$ cat config.mk
export PLATFORM = sky130hd
export DESIGN_NAME = stall_ctrl
export DESIGN_NICKNAME = d
export VERILOG_FILES = /design/src/rtl/stall_ctrl.sv
export SDC_FILE = /design/constraint.sdc
export NUM_CORES = 1
export LEC_CHECK = 0
export BUFFER_PORTS_ARGS = -buffer_cell sky130_fd_sc_hd__clkbuf_2
export CORE_MARGIN = 5
export CORE_UTILIZATION = 37
export CTS_CLUSTER_DIAMETER = 50
export DETAILED_ROUTE_END_ITERATION = 8
export GPL_TIMING_DRIVEN = 0
export PLACE_DENSITY = 0.74
export SLEW_MARGIN = 20
export SYNTH_ARGS = -nofsm -noshare
export SYNTH_HDL_FRONTEND = slang
export SYNTH_SLANG_ARGS = --single-unit
$ cat constraint.sdc
create_clock -name clk -period 1.8 [get_ports clk]
set_clock_uncertainty 0.1 [all_clocks]
set_input_delay 0.36 -clock clk [delete_from_list [all_inputs] [get_ports clk]]
set_output_delay 0.36 -clock clk [all_outputs]
set_load 0.01 [all_outputs]
$ cat src/rtl/stall_ctrl.sv
// Hazard/stall controller: Tuse/Tnew RAW detection plus mult/div busy tracking.
// Define STALL_CNT_EN to add the 32-bit stall_cnt performance counter.
module stall_ctrl #(
    parameter int MULT_CYCLES = 5,
    parameter int DIV_CYCLES  = 10,
    parameter int CNT_W       = 4
) (
    input  logic       clk,
    input  logic       reset,
    input  logic [4:0] rs_D,
    input  logic [4:0] rt_D,
    input  logic [1:0] Tuse_rs_D,
    input  logic [1:0] Tuse_rt_D,
    input  logic       md_use_D,
    input  logic [4:0] regWA_E,
    input  logic       RegWrite_E,
    input  logic [1:0] Tnew_E,
    input  logic [4:0] regWA_M,
    input  logic       RegWrite_M,
    input  logic [1:0] Tnew_M,
    input  logic       md_start_E,
    input  logic       md_div_E,
    output logic       stall,
    output logic       en_pc,
    output logic       en_fd,
    output logic       flush_de,
    output logic       md_busy
`ifdef STALL_CNT_EN
    ,
    output logic [31:0] stall_cnt
`endif
);

    localparam logic [CNT_W-1:0] MULT_LD = CNT_W'(MULT_CYCLES);
    localparam logic [CNT_W-1:0] DIV_LD  = CNT_W'(DIV_CYCLES);

    logic [CNT_W-1:0] cnt_q, cnt_d;
    logic             haz_rs, haz_rt, haz_md;

    // Tuse of 3 can never be below a 2-bit Tnew, so unused sources drop out.
    function automatic logic raw(
        input logic [4:0] src,
        input logic [1:0] tuse,
        input logic       we,
        input logic [4:0] wa,
        input logic [1:0] tnew
    );
        return (src != 5'd0) && we && (wa == src) && (tuse < tnew);
    endfunction

    always_ff @(posedge clk) begin
        if (reset) begin
            cnt_q <= '0;
        end else begin
            cnt_q <= cnt_d;
        end
    end

    always_comb begin
        cnt_d = cnt_q;
        if (cnt_q != '0) begin
            cnt_d = cnt_q - 1'b1;
        end else if (md_start_E) begin
            cnt_d = md_div_E ? DIV_LD : MULT_LD;
        end
    end

    always_comb begin
        md_busy  = (cnt_q != '0);
        haz_rs   = raw(rs_D, Tuse_rs_D, RegWrite_E, regWA_E, Tnew_E)
                 | raw(rs_D, Tuse_rs_D, RegWrite_M, regWA_M, Tnew_M);
        haz_rt   = raw(rt_D, Tuse_rt_D, RegWrite_E, regWA_E, Tnew_E)
                 | raw(rt_D, Tuse_rt_D, RegWrite_M, regWA_M, Tnew_M);
        haz_md   = md_use_D & (md_busy | md_start_E);
        stall    = ~reset & (haz_rs | haz_rt | haz_md);
        en_pc    = ~stall;
        en_fd    = ~stall;
        flush_de = stall;
    end

`ifdef STALL_CNT_EN
    logic [31:0] stall_cnt_q;

    always_ff @(posedge clk) begin
        if (reset) begin
            stall_cnt_q <= '0;
        end else if (stall) begin
            stall_cnt_q <= stall_cnt_q + 32'd1;
        end
    end

    assign stall_cnt = stall_cnt_q;
`endif

endmodule

==> reports/metrics.yaml <==
logic_synthesis:
  synth_nets: 119
  ys_warn_count: 0
  netlist_area_before_placement_um2: 624
  synth.yosys.seq_area_share_pct: 12.8
  postSynthCellCount: 78
  synth.lib_cells_used.distinct: 18
  synthesis_stage_register_bit_count: 4
  postSynthAreaPerCell_um2: 8.00
status:
  violations: "negative setup slack"
  status: "finished, violations left"
global_routing:
  antenna_found_initial: 0
  global_route.overflow_total: 0
  grt_first_pass_wirelength_um: 3180
  total_track_usage_pct: 16.1
  grt_pass1_vias: 753
  grt_max_degree: 9
sta:
  slew_headroom_pct: 79.2
  fin_ws_ns: -0.322
  period_share_pct: 118
  rsz0062_at_grt: "yes"
  final_hold_viol_count: 0
  report.final.slew_viol_count: 0
  worst_slew_pin_slew_ns: 0.311
  fin_crit_ns: 2.12
  final_setup_violation_count: 4
  max_clock_freq_ghz: 0.471
route:
  detail-route-antenna-nets: 0
  drc_errors: 0
  detailedRoute.firstIterationViolations: 12
  drt_first_pass_iters: 4
  postRouteWirelength_um: 2240
  vias: 750
  detail_route.vias_per_cell: 5.47
  routed_wire_per_std_cell_um: 16.4
die:
  core_box_area_um2: 1560
  rows: 14
  initial_utilization_pct: 40.0
  floorplan.die_area_um2: 2610
  die_y_um: 51.1
  top_level_port_count: 40
  die_width_um: 51.1
worst_setup_path:
  worstSetupStartpointType: "input pin"
  arrival_ns: 1.66
  r2r.worst_path.cells: 6
  timing_worst_setup_path_type: "input pin to output port"
  crit_path_max_fanout: 3
  critPathCaptureType: "output port"
  critical_path_required_ns: 1.34
power:
  power_uw: 749
  ir_drop_mv: 0.409
  static_leak_uw: 0.000521
  p_per_area_nw_per_um2: 634
cts:
  tritoncts: "yes"
  cts.sink_count: 4
  worst_setup_hold_path_clk_slew_ns: 0.04
  worstSkewPairLatency_ns: 0.24
  clock-root-buffer: "sky130_fd_sc_hd__clkbuf_4"
  cts_made_buffers: 3
  cts_max_path_buffers: 2
  clock_tree.htree_level_count: 1
cells_and_area:
  most-common-layout-cells: "sky130_fd_sc_hd__clkbuf_2 (29), sky130_fd_sc_hd__xor2_1 (19), sky130_fd_sc_hd__a211oi_1 (5), sky130_fd_sc_hd__buf_6 (5)"
  antenna-diode-count: 0
  finalNetCount: 164
  final_common_cell: "sky130_fd_sc_hd__clkbuf_2"
  layoutNonFillerInstCount: 137
  multi_input_combinational_cell_area_um2: 729
  largest_reg_flops: 4
  fin_util_pct: 75.8
  syn_to_final_growth_pct: 89.4
  final_layout_size_suffix_gt1_share_pct: 61.2
  layout.area.seq_um2: 80.1
  nFillCells: 99
  finish.instance_area_um2: 1180
  leading_registers_by_flop_count: "cnt_q x4"
  largest_register: "cnt_q"
placed_design:
  placedCellCount: 133
  place.gp.congestion: 0.820
  hpwlAfterDp_um: 1660
  port_buffers: 39
  preCtsSetupSlack_ns: -0.490
  detailed_place.area_um2: 912
worst_hold_path:
  min_delay_path_depth: 2
  worstHoldPathType: "input pin to flop"
job:
  timing.max_cap.violations: 0
-- final cells by class --
class,instances,area share (%)
Sequential cell,4,6.77
Timing Repair Buffer,40,23.4
Buffer,2,1.59
Inverter,6,2.96
Clock buffer,3,1.90
Tap cell,16,1.69
Multi-Input combinational cell,66,61.7
-- metrics by stage --
step           setup TNS, ns  hold slack, ns
2_1_floorplan         -0.191           0.333
3_3_place_gp           -1.56           0.435
3_5_place_dp           -1.67           0.455
4_1_cts                -1.01           0.262
5_1_grt                -1.39           0.265
6_report               -1.06           0.259
-- Yosys cell counts --
| library cell | number | area [µm²] |
|---|---|---|
| sky130_fd_sc_hd__nand2_1 | 1 | 3.75 |
| sky130_fd_sc_hd__buf_4 | 2 | 15.0 |
| sky130_fd_sc_hd__a211oi_1 | 9 | 67.6 |
| sky130_fd_sc_hd__nor3_1 | 1 | 5.00 |
| sky130_fd_sc_hd__a22oi_1 | 2 | 15.0 |
| sky130_fd_sc_hd__or4_1 | 2 | 15.0 |
| sky130_fd_sc_hd__a21oi_1 | 3 | 15.0 |
| sky130_fd_sc_hd__xor2_1 | 20 | 175 |
| sky130_fd_sc_hd__nor4_1 | 4 | 25.0 |
| sky130_fd_sc_hd__inv_1 | 6 | 22.5 |
| sky130_fd_sc_hd__dfxtp_1 | 4 | 80.1 |
| sky130_fd_sc_hd__o211a_1 | 1 | 10.0 |
| sky130_fd_sc_hd__xnor2_1 | 2 | 17.5 |
| sky130_fd_sc_hd__a21o_1 | 1 | 7.51 |
| sky130_fd_sc_hd__o22ai_1 | 1 | 6.26 |
| sky130_fd_sc_hd__ha_1 | 6 | 75.1 |
| sky130_fd_sc_hd__nand2b_1 | 8 | 50.1 |
| sky130_fd_sc_hd__nor2_1 | 5 | 18.8 |
-- kinds of logic (layout without fill, tap and decap cells) --
logic type | count (synthesis) | after routing | synth area share, %
XOR/XNOR | 22 | 22 | 30.9
flip-flops | 4 | 4 | 12.8
AO/OA/AOI/OAI | 17 | 17 | 19.4
AND/OR/NAND/NOR | 21 | 21 | 18.8
adder cells (fa/ha/maj) | 6 | 6 | 12.0
buffers and inverters | 8 | 51 | 6.01
-- worst max-delay path: stages --
cell and delay [ns]:
sky130_fd_sc_hd__buf_8 0.11, sky130_fd_sc_hd__or4_4 0.55, sky130_fd_sc_hd__nor2_4 0.12, sky130_fd_sc_hd__o22ai_2 0.10, sky130_fd_sc_hd__a21o_1 0.19, sky130_fd_sc_hd__buf_6 0.12
sky130_fd_sc_hd__buf_6 0.11
-- per-layer routing --
layer / share of wire, % / vias to the layer above / global-route usage (%)
met2: 56 / 34 / 27.9
li1: - / 362 / -
met1: 34 / 345 / 18.3
met5: 0 / - / 0
met3: 5.8 / 9 / 3.49
met4: 3.7 / 0 / 8.97
-- power by group --
group          internal [µW]  switching, µW  total (µW)
registers                127           25.3         152
clock network           74.9           41.2         116
logic                    227            254         481
-- final timing paths --
kind                            slack (ns)      from       end
worst max register to register        0.46  cnt_q[1]  cnt_q[0]
worst min register to register        0.41  cnt_q[0]  cnt_q[0]
worst max-delay path                 -0.32   rt_D[3]     stall
worst min-delay path                  0.26     reset  cnt_q[2]
-- repair_timing --
item	in CTS	in global routing
endpoints found under the setup margin	4	5
setup buffers	1	0
pin swaps	9	15
hold endpoints to repair	0	0
gates resized for setup	15	35
hold buffers	0	0
No activity file was read; power rests on OpenSTA's default activity.
